### src/rtl/stage1_recomb.sv
// Hyperbolic argument recombination: applies k steps of +0.5 to sinh/cosh.
// Ports: clk, rst, iValid/iReady in, oValid/oReady out, iSinh/iCosh/iSteps/iSign, sinhOut/coshOut.
package stage1_recomb_pkg;
  localparam int IDWIDTH     = 16;
  localparam int I_FRA_WIDTH = 12;
endpackage

module stage1_recomb
  import stage1_recomb_pkg::*;
#(
  parameter int DWIDTH    = IDWIDTH,
  parameter int FRA_WIDTH = I_FRA_WIDTH,
  parameter int KWIDTH    = 3
) (
  input  logic              clk,
  input  logic              rst,
  input  logic              iValid,
  output logic              iReady,
  input  logic [DWIDTH-1:0] iSinh,
  input  logic [DWIDTH-1:0] iCosh,
  input  logic [KWIDTH-1:0] iSteps,
  input  logic              iSign,
  output logic              oValid,
  input  logic              oReady,
  output logic [DWIDTH-1:0] sinhOut,
  output logic [DWIDTH-1:0] coshOut
);

  // Guard bits keep every intermediate exact; only the final sum saturates.
  localparam int W = DWIDTH + 4;

  localparam logic [DWIDTH-1:0] MAXV = {1'b0, {(DWIDTH-1){1'b1}}};
  localparam logic [DWIDTH-1:0] MINV = {1'b1, {(DWIDTH-1){1'b0}}};

  if (FRA_WIDTH >= DWIDTH) begin : g_bad_fmt
    $error("FRA_WIDTH must leave room for integer bits");
  end

  typedef enum logic [1:0] {
    IDLE,
    ITER,
    DONE
  } state_t;

  state_t            state_q, state_d;
  logic [DWIDTH-1:0] s_q, s_d;
  logic [DWIDTH-1:0] c_q, c_d;
  logic [KWIDTH-1:0] cnt_q, cnt_d;
  logic              sign_q, sign_d;
  logic [DWIDTH-1:0] sh_q, sh_d;
  logic [DWIDTH-1:0] ch_q, ch_d;

  logic signed [W-1:0] sx;
  logic signed [W-1:0] cx;

  // x * sinh(0.5)
  function automatic logic signed [W-1:0] f_s(
    input logic signed [W-1:0] x
  );
    logic signed [W-1:0] a, b, d;
    a = x + (x >>> 2);
    b = (a >>> 4) + (x >>> 6);
    d = ((a + b) >>> 5) + x;
    return d >>> 1;
  endfunction

  // x * cosh(0.5)
  function automatic logic signed [W-1:0] f_c(
    input logic signed [W-1:0] x
  );
    return x + (x >>> 3) + (x >>> 9) + (x >>> 11);
  endfunction

  // Overflow whenever the guard bits disagree with the result sign bit.
  function automatic logic [DWIDTH-1:0] sat(
    input logic signed [W-1:0] v
  );
    logic [DWIDTH-1:0] r;
    r = v[DWIDTH-1:0];
    if (v[W-1] && !(&v[W-2:DWIDTH-1]))
      r = MINV;
    else if (!v[W-1] && (|v[W-2:DWIDTH-1]))
      r = MAXV;
    return r;
  endfunction

  assign sx = {{(W-DWIDTH){s_q[DWIDTH-1]}}, s_q};
  assign cx = {{(W-DWIDTH){c_q[DWIDTH-1]}}, c_q};

  always_comb begin
    state_d = state_q;
    s_d     = s_q;
    c_d     = c_q;
    cnt_d   = cnt_q;
    sign_d  = sign_q;
    sh_d    = sh_q;
    ch_d    = ch_q;
    unique case (state_q)
      IDLE: begin
        if (iValid) begin
          s_d     = iSinh;
          c_d     = iCosh;
          cnt_d   = iSteps;
          sign_d  = iSign;
          state_d = ITER;
        end
      end
      ITER: begin
        if (cnt_q != '0) begin
          s_d   = sat(f_s(cx) + f_c(sx));
          c_d   = sat(f_c(cx) + f_s(sx));
          cnt_d = cnt_q - KWIDTH'(1);
        end else begin
          // -MIN saturates to MAX through sat()
          sh_d    = sign_q ? sat(-sx) : s_q;
          ch_d    = c_q;
          state_d = DONE;
        end
      end
      DONE: begin
        if (oReady)
          state_d = IDLE;
      end
      default: state_d = IDLE;
    endcase
  end

  always_ff @(posedge clk) begin
    if (rst) begin
      state_q <= IDLE;
      s_q     <= '0;
      c_q     <= '0;
      cnt_q   <= '0;
      sign_q  <= 1'b0;
      sh_q    <= '0;
      ch_q    <= '0;
    end else begin
      state_q <= state_d;
      s_q     <= s_d;
      c_q     <= c_d;
      cnt_q   <= cnt_d;
      sign_q  <= sign_d;
      sh_q    <= sh_d;
      ch_q    <= ch_d;
    end
  end

  assign iReady  = (state_q == IDLE);
  assign oValid  = (state_q == DONE);
  assign sinhOut = sh_q;
  assign coshOut = ch_q;

endmodule

### config.mk
export PLATFORM = sky130hd
export DESIGN_NAME = stage1_recomb
export DESIGN_NICKNAME = d
export VERILOG_FILES = /design/src/rtl/stage1_recomb.sv
export SDC_FILE = /design/constraint.sdc
export NUM_CORES = 1
export LEC_CHECK = 0
export CORE_ASPECT_RATIO = 1.2
export CORE_MARGIN = 4
export CORE_UTILIZATION = 25
export DETAILED_ROUTE_END_ITERATION = 12
export GPL_TIMING_DRIVEN = 0
export PLACE_DENSITY = 0.41
export RECOVER_POWER = 100
export REMOVE_ABC_BUFFERS = 1
export SYNTH_ARGS = -nofsm -noshare
export SYNTH_HDL_FRONTEND = slang
export SYNTH_SLANG_ARGS = --single-unit
### constraint.sdc
create_clock -name clk -period 10.8 [get_ports clk]
set_input_delay 2.16 -clock clk [delete_from_list [all_inputs] [get_ports clk]]
set_output_delay 2.16 -clock clk [all_outputs]
set_load 0.01 [all_outputs]
==> flow_metrics.tcl, run 1 <==
set metrics [dict create \
    status "finished, violations left" \
    violations "capacitance limit, slew limit" \
    clockBufferDepth 2 \
    yosys-top-cells-count "inv_1 (199), ha_1 (175), a21oi_1 (132)" \
    portBuffers 73 \
    die_area_mm2 0.0504 \
    grt_start_max_net_pins 41 \
    ys_warn_count 0 \
    design_area_mm2 0.0138 \
    syn_area_per_cell_um2 8.09 \
    hold_buffers 0 \
    initial_utilization_pct 25.4 \
    wl_per_cell_um 16.9 \
    synth_edf_count 0 \
    initialDrtViolationCount 466 \
    dpl.hpwl_um 28300 \
    synth_top_cell_by_area "ha_1" \
    synthArstFlopShare_pct 0 \
    drc 0 \
    fin_crit_ns 10.12 \
    cp_common_cell "inv_1" \
    coreArea_mm2 0.0462 \
    critPathLaunchType "flip-flop" \
    yosysTopAreaCellShare_pct 18.7 \
    relSlewSlack_pct -24.7 \
    clock_sinks 70 \
    clkLatencyLatePin_ns 0.38 \
    post-route-period-util_pct 93.7 \
    cts_root_buffer "clkbuf_16" \
    synth_area_leaders "ha_1 (19%), fa_1 (15%), dfxtp_1 (12%), inv_1 (6.4%), a21oi_1 (5.6%)" \
    vias 10200 \
    seq_area_frac_synth_pct 12.0 \
    synthCells 1448 \
    finalWirelength_um 36000 \
    first_pass_iters 5 \
    grt_pass1_wl_um 57500 \
    setup_viol 0 \
    grt_pass1_vias 10400 \
    critPathKind "reg -> reg" \
    synth_area_mm2 0.0117 \
    dp_cells 2106 \
    dieWidth_um 206 \
    slew_viol_final 26 \
    synth.distinct_cells 79 \
    placed_area_mm2 0.0132 \
    grt-ovfl-total 0 \
    chipHeight_um 245 \
    cpMaxStageDelayCell "or4b_1" \
    worstPathMaxFanout 11 \
    synth_ff_type "dfxtp_1" \
    slowest_delay_ns 0.58 \
    crit_path_end_kind "flip-flop" \
    cts_tree "done" \
    synth_seq_cells 70 \
    fin_cells 2132 \
    h-tree-depth 3 \
    io_pins 74 \
    gp_congestion 0.795 \
    yosysMostFrequentCell "inv_1" \
    clk_pin_slew_ns 0.07 \
    diodes 0 \
    fin_skew_ns 0.00926 \
    viasPerCell 4.77 \
    cts_buffers 9 \
    hold_path.class "reg -> reg" \
    drive_above_1_share_pct 7.72 \
    drv_cap 1 \
    area_delta_synth_final_pct 18.0 \
    finalNetCount 1814 \
    tightest_slew_ns 1.87 \
    rows 86 \
    grt.total_usage_pct 14.5 \
    fmax_mhz 98.8 \
    required_ns 11.07 \
    crit_arrival_ns 10.39 \
    drtAntennaViolNets 0 \
    holdWs_ns 0.448 \
    antenna_found_initial 0 \
    hold_viol_final 0 \
]
==> cells in the final DEF, fill, tap and decap left out, types with 27 or more instances in the layout <==
cell / netlist / layout
a21oi_1: 132 / 126
ha_1: 175 / 174
dfxtp_1: 70 / 55
fa_1: 88 / 88
o21ai_0: 66 / 60
nor2_1: 79 / 78
inv_1: 199 / 199
xor2_1: 36 / 34
a21o_1: 35 / 35
xnor2_1: 49 / 47
nand2_1: 128 / 128
nor3_1: 29 / 27
dlygate4sd3_1: 0 / 35
clkdlybuf4s50_1: 0 / 37
==> critical path, delay by kind of cell, from the launching register on <==
family / cells / cell delay (ns)
AO/OA/AOI/OAI: 21 / 3.75
XOR/XNOR: 3 / 0.37
adder cells (fa/ha/maj): 9 / 3.08
buffers and inverters: 6 / 0.42
flip-flops: 1 / 0.41
AND/OR/NAND/NOR: 11 / 1.93
==> routing by layer <==
layer  track usage, %  part of all wire [%]  vias up  wire length (um)
met3             1.92                   3.1       28              1120
met2             24.4                    46      156             16700
met1             19.3                    48     4805             17300
met4             4.45                   2.3        0               827
li1                 -                     -     5173                 -
met5                0                     0        -                 0
==> path summary, 6_finish.rpt <==
| path | startpoint | slack [ns] | depth (start not counted) | end |
|---|---|---|---|---|
| worst min-delay path | sinhOut[9] | 0.45 | 2 | sinhOut[9] |
| worst max-delay path | c_q[0] | 0.68 | 50 | s_q[2] |
| worst max register to register | c_q[0] | 0.68 | 50 | s_q[2] |
| worst min register to register | sinhOut[9] | 0.45 | 2 | sinhOut[9] |
==> sequential cells by signal, summed over array words and instances (netlist names) <==
name,count
c_q,16
cnt_q,3
coshOut,16
s_q,16
sign_q,1
sinhOut,16
state_q,2
==> final cells by class <==
cell class	count	area, um2
well taps	616	771
flip-flops and latches	70	1430
clock inverters	6	68.8
inverters	200	751
fillers	4959	32300
repair buffers	88	948
clock buffers	10	239
multi-input cells	1142	9610
==> kinds of logic (layout without fill, tap and decap cells) <==
| kind of cell | after synthesis | count (layout) | synth area share, % |
|---|---|---|---|
| simple gates | 374 | 374 | 15.5 |
| xor+xnor | 86 | 86 | 6.50 |
| buf+inv | 236 | 304 | 7.72 |
| compound gates | 415 | 415 | 24.3 |
| flops | 70 | 70 | 12.0 |
| fa+ha+maj | 263 | 263 | 33.8 |
| mux | 4 | 4 | 0.342 |
==> through the flow <==
| step | setup WS [ns] | utilization, % | TNS (ns) |
|---|---|---|---|
| finish | 0.679 | 29.9 | 0 |
| global route | -0.0266 | 29.9 | -0.0583 |
| CTS | 0.0213 | 29.4 | 0 |
| detailed placement | -0.478 | 28.5 | -9.16 |
| global placement | -0.523 | 28.3 | -9.90 |
| floorplan | 1.26 | - | 0 |
==> timing repair <==
action,CTS,global route
setup buffers,4,6
resized for setup,7,51
pin swaps,2,9
endpoints found under the setup margin,30,32
Power of run 1 is not shown: default switching activity piles up to over one toggle a cycle in this logic, so the estimate is an artifact.
==> run 2, diff against run 1 <==
- DONT_BUFFER_PORTS: default -> 1
- PLACE_DENSITY: 0.41 -> 0.39
==> run 2 against run 1 <==
  * The flow still finishes with violations (capacitance limit, slew limit)
  * Die area is the same
  * Critical path depth is the same
  * Clock-buffer cell count is 3 higher
  * Worst setup slack worse by 0.028 ns
  * Clock skew rose by 0.0069 ns
  * Flip-flop and latch count is the same
  * Cell count decreased by 3.4%
  * Register-to-register slack got worse by 0.03 ns
  * Global-route usage up 0.20 points
  * Critical endpoint is now s_q[1]
==> flow_metrics.tcl, run 2 (synthesis results as in run 1) <==
set metrics [dict create \
    worstPathMaxFanout 6 \
    diodes 0 \
    slew_viol_final 26 \
    dieWidth_um 206 \
    grt_pass1_vias 10000 \
    post-route-period-util_pct 94.0 \
    hold_buffers 0 \
    portBuffers 0 \
    num-fill-cells 4978 \
    multi_input_area_mm2 0.00961 \
    coreArea_mm2 0.0462 \
    crit_arrival_ns 10.43 \
    finalNetCount 1742 \
    h-tree-depth 3 \
    chipHeight_um 245 \
    grt_pass1_wl_um 57800 \
    crit_path_end_kind "flip-flop" \
    grt.total_usage_pct 14.7 \
    final_common_cell "inv_1" \
    violations "capacitance limit, slew limit" \
    first_pass_iters 5 \
    viasPerCell 4.82 \
    die_area_mm2 0.0504 \
    relSlewSlack_pct -27.9 \
    io_pins 74 \
    critPathLaunchType "flip-flop" \
    required_ns 11.08 \
    clkLatencyLatePin_ns 0.38 \
    layout_common_cells "inv_1 (199), ha_1 (173), nand2_1 (128)" \
    drc 0 \
    cpMaxStageDelayCell "or4b_1" \
    drv_cap 1 \
    cts_root_buffer "clkbuf_16" \
    hold_path.class "reg -> reg" \
    antenna_found_initial 0 \
    drtAntennaViolNets 0 \
    rows 86 \
    drive_above_1_share_pct 7.55 \
    cts_tree "done" \
    tightest_slew_ns 1.92 \
    grt-ovfl-total 0 \
    fin_skew_ns 0.0162 \
    clockBufferDepth 2 \
    critPathKind "reg -> reg" \
    cp_common_cell "inv_1" \
    initial_utilization_pct 25.4 \
    fmax_mhz 98.5 \
    grt_start_max_net_pins 50 \
    slowest_delay_ns 0.58 \
    initialDrtViolationCount 484 \
    fin_crit_ns 10.15 \
    holdWs_ns 0.489 \
    gp_congestion 0.792 \
    hold_viol_final 0 \
    wl_per_cell_um 17.7 \
    dpl.hpwl_um 28400 \
    status "finished, violations left" \
    clk_pin_slew_ns 0.07 \
    ff_latch_area_mm2 0.00143 \
    area_delta_synth_final_pct 11.6 \
    vias 9931 \
    cts_buffers 9 \
    clock_sinks 70 \
    setup_viol 0 \
    finalWirelength_um 36500 \
]
==> run 2: cell count changes in the layout (fill, tap and decap cells not counted), moves of 3 or more <==
| cell | before | now |
|---|---|---|
| clkdlybuf4s50_1 | 37 | 0 |
| dfxtp_2 | 13 | 10 |
| dlygate4sd3_1 | 35 | 0 |
| clkbuf_1 | 0 | 3 |
==> run 2: repair_timing <==
action,in CTS,in global routing
pin swaps,3,10
endpoints found under the setup margin,30,32
buffers inserted,4,7
gates cloned,1,0
resized for setup,6,47
endpoints found under the hold margin,0,0
==> run 2: layout make-up <==
class / count / area share, %
Inverter: 200 / 5.75
Clock buffer: 13 / 1.92
Timing Repair Buffer: 15 / 1.61
Multi-Input combinational cell: 1143 / 73.6
Sequential cell: 70 / 10.9
Tap cell: 616 / 5.90
Clock inverter: 3 / 0.335
==> run 2: final timing paths <==
check	slack [ns]	start	endpoint	depth (start not counted)
setup reg to reg	0.65	c_q[1]	s_q[1]	50
setup / recovery	0.65	c_q[1]	s_q[1]	50
hold reg to reg	0.49	cnt_q[1]	cnt_q[1]	2
hold / removal	0.49	cnt_q[1]	cnt_q[1]	2
==> run 2: through the flow <==
step / instances / setup slack, ns / setup TNS, ns / utilization [%] / area (um2)
after CTS: 2053 / 0.00639 / 0 / 27.8 / 12900
after detailed placement: 2032 / -0.466 / -8.34 / 26.9 / 12400
after global placement: 2028 / -0.553 / -9.86 / 26.7 / 12300
after floorplan: 1412 / 1.26 / 0 / - / 11600
after global routing: 2060 / -0.0303 / -0.175 / 28.3 / 13100
final: 2060 / 0.651 / 0 / 28.3 / 13100
==> run 2: worst max-delay path: cells and delay by family, from the launching register on <==
family	cells	cell delay, ns
AND/OR/NAND/NOR	11	1.81
adder cells (fa/ha/maj)	8	2.99
buffers and inverters	7	0.70
XOR/XNOR	3	0.42
AO/OA/AOI/OAI	21	3.70
flip-flops	1	0.43
==> run 2: routing by layer <==
layer	vias to the layer above	part of all wire (%)	track usage, %
met5	-	0	0
met2	149	47	24.5
met4	0	1.7	3.74
met3	23	3.3	2.48
li1	5042	-	-
met1	4717	48	19.8
Power of run 2 is left out for the same reason.
==> run 3, diff against run 2 <==
- CORE_MARGIN: 4 -> default
==> run 3 against run 2 <==
  * The flow now finishes without violations
  * Worst setup slack better by 0.057 ns
  * Flip-flop and latch count stayed put
  * Sequential share of layout area hardly changed
  * Largest cell class unchanged
  * Highest routed layer unchanged
==> flow_metrics.tcl, run 3 (synthesis results as in run 1) <==
set metrics [dict create \
    io_pins 74 \
    required_ns 11.05 \
    rsz0062_at_grt "true" \
    cts_tree "done" \
    fin_crit_ns 10.09 \
    r2r-end "s_q[3]" \
    r2r_start "c_q[3]" \
    clockBufferDepth 2 \
    h-tree-depth 3 \
    dpl.hpwl_um 28100 \
    hold_path.class "reg -> reg" \
    clk_pin_slew_ns 0.06 \
    status "finished, final reports clean" \
    antenna_found_initial 0 \
    grt-ovfl-total 0 \
    final_common_cell "inv_1" \
    cts_buffers 9 \
    grt_pass1_wl_um 55900 \
    finalWirelength_um 36000 \
    area_delta_synth_final_pct 12.1 \
    portBuffers 0 \
    slew_viol_final 0 \
    cp-startpoint "c_q[3]" \
    grt_pass1_vias 10000 \
    critPathLaunchType "flip-flop" \
    cp_common_cell "ha_1" \
    fmax_mhz 99.1 \
    hold_viol_final 0 \
    coreArea_mm2 0.0461 \
    vias 9894 \
    clock_sinks 70 \
    relSlewSlack_pct 9.71 \
    cts_root_buffer "clkbuf_16" \
    dieWidth_um 200 \
    fin_skew_ns 0.0134 \
    hold_buffers 0 \
    first_pass_iters 5 \
    post-route-period-util_pct 93.4 \
    r2r_slack_ns 0.71 \
    grt.total_usage_pct 15.5 \
    endpoint "s_q[3]" \
    drive_above_1_share_pct 8.03 \
    setup_viol 0 \
    crit_path_end_kind "flip-flop" \
    worstPathMaxFanout 10 \
    design_area_mm2 0.0131 \
    crit_arrival_ns 10.34 \
    drc 0 \
    slowest_delay_ns 0.49 \
    whs_path_depth 2 \
    rr_worst_depth 40 \
    grt_start_max_net_pins 50 \
    holdWs_ns 0.484 \
    die_area_mm2 0.0477 \
    clkLatencyLatePin_ns 0.38 \
    placed_area_mm2 0.0124 \
    postLayoutCoreUtil_pct 28.5 \
    tightest_slew_ns 1.35 \
    rows 86 \
    gp_congestion 0.808 \
    drv_cap 0 \
    diodes 0 \
    chipHeight_um 239 \
    critPathKind "reg -> reg" \
    finalNetCount 1743 \
    initialDrtViolationCount 544 \
    wl_per_cell_um 17.5 \
    drtAntennaViolNets 0 \
    viasPerCell 4.80 \
    cpMaxStageDelayCell "or4b_1" \
    layout_common_cells "inv_1 (198), ha_1 (172), nand2_1 (128)" \
    initial_utilization_pct 25.4 \
    setup_tns_ns 0 \
]
==> run 3: worst max-delay path: cells and delay by family, from the launching register on <==
| kind | cells | cell delay (ns) |
|---|---|---|
| buffers and inverters | 2 | 0.23 |
| adders and majority gates | 8 | 2.68 |
| DFF | 1 | 0.43 |
| xor gates and xnor gates | 2 | 0.39 |
| and+or+nand+nor | 8 | 1.55 |
| AOI/OAI and AO/OA | 20 | 4.67 |
==> run 3: routing by layer <==
metal  vias up  wire length [um]  global-route usage (%)
met5         -                 0                       0
met2       174             16800                    26.1
met1      4652             16900                    19.8
met4         0               737                    4.49
met3        28              1580                    2.99
li1       5040                 -                       -
==> run 3: worst min path at each step <==
stage / startpoint / endpoint
finish: cnt_q[1] / cnt_q[1]
global route: sinhOut[10] / sinhOut[10]
CTS: cnt_q[1] / cnt_q[1]
detailed placement: cnt_q[1] / cnt_q[1]
global placement: cnt_q[1] / cnt_q[1]
floorplan: cnt_q[1] / cnt_q[1]
==> run 3: layout make-up <==
class | instances | area, um2
clock inverters | 5 | 83.8
fillers | 5028 | 32900
inverters | 200 | 754
flip-flops and latches | 70 | 1430
clock buffers | 10 | 239
multi-input cells | 1143 | 9620
well taps | 616 | 771
repair buffers | 16 | 230
==> run 3: repair_timing <==
item | CTS | global route
setup endpoints to repair | 30 | 32
resized for setup | 5 | 55
gates cloned | 1 | 0
pin swaps | 2 | 8
buffers inserted | 3 | 9
==> run 3: metrics by stage <==
step | cells | setup slack (ns)
floorplan | 1412 | 1.26
global placement | 2028 | -0.544
detailed placement | 2032 | -0.490
CTS | 2051 | 0.00962
global route | 2060 | -0.0673
finish | 2060 | 0.708
Power of run 3 is left out for the same reason.
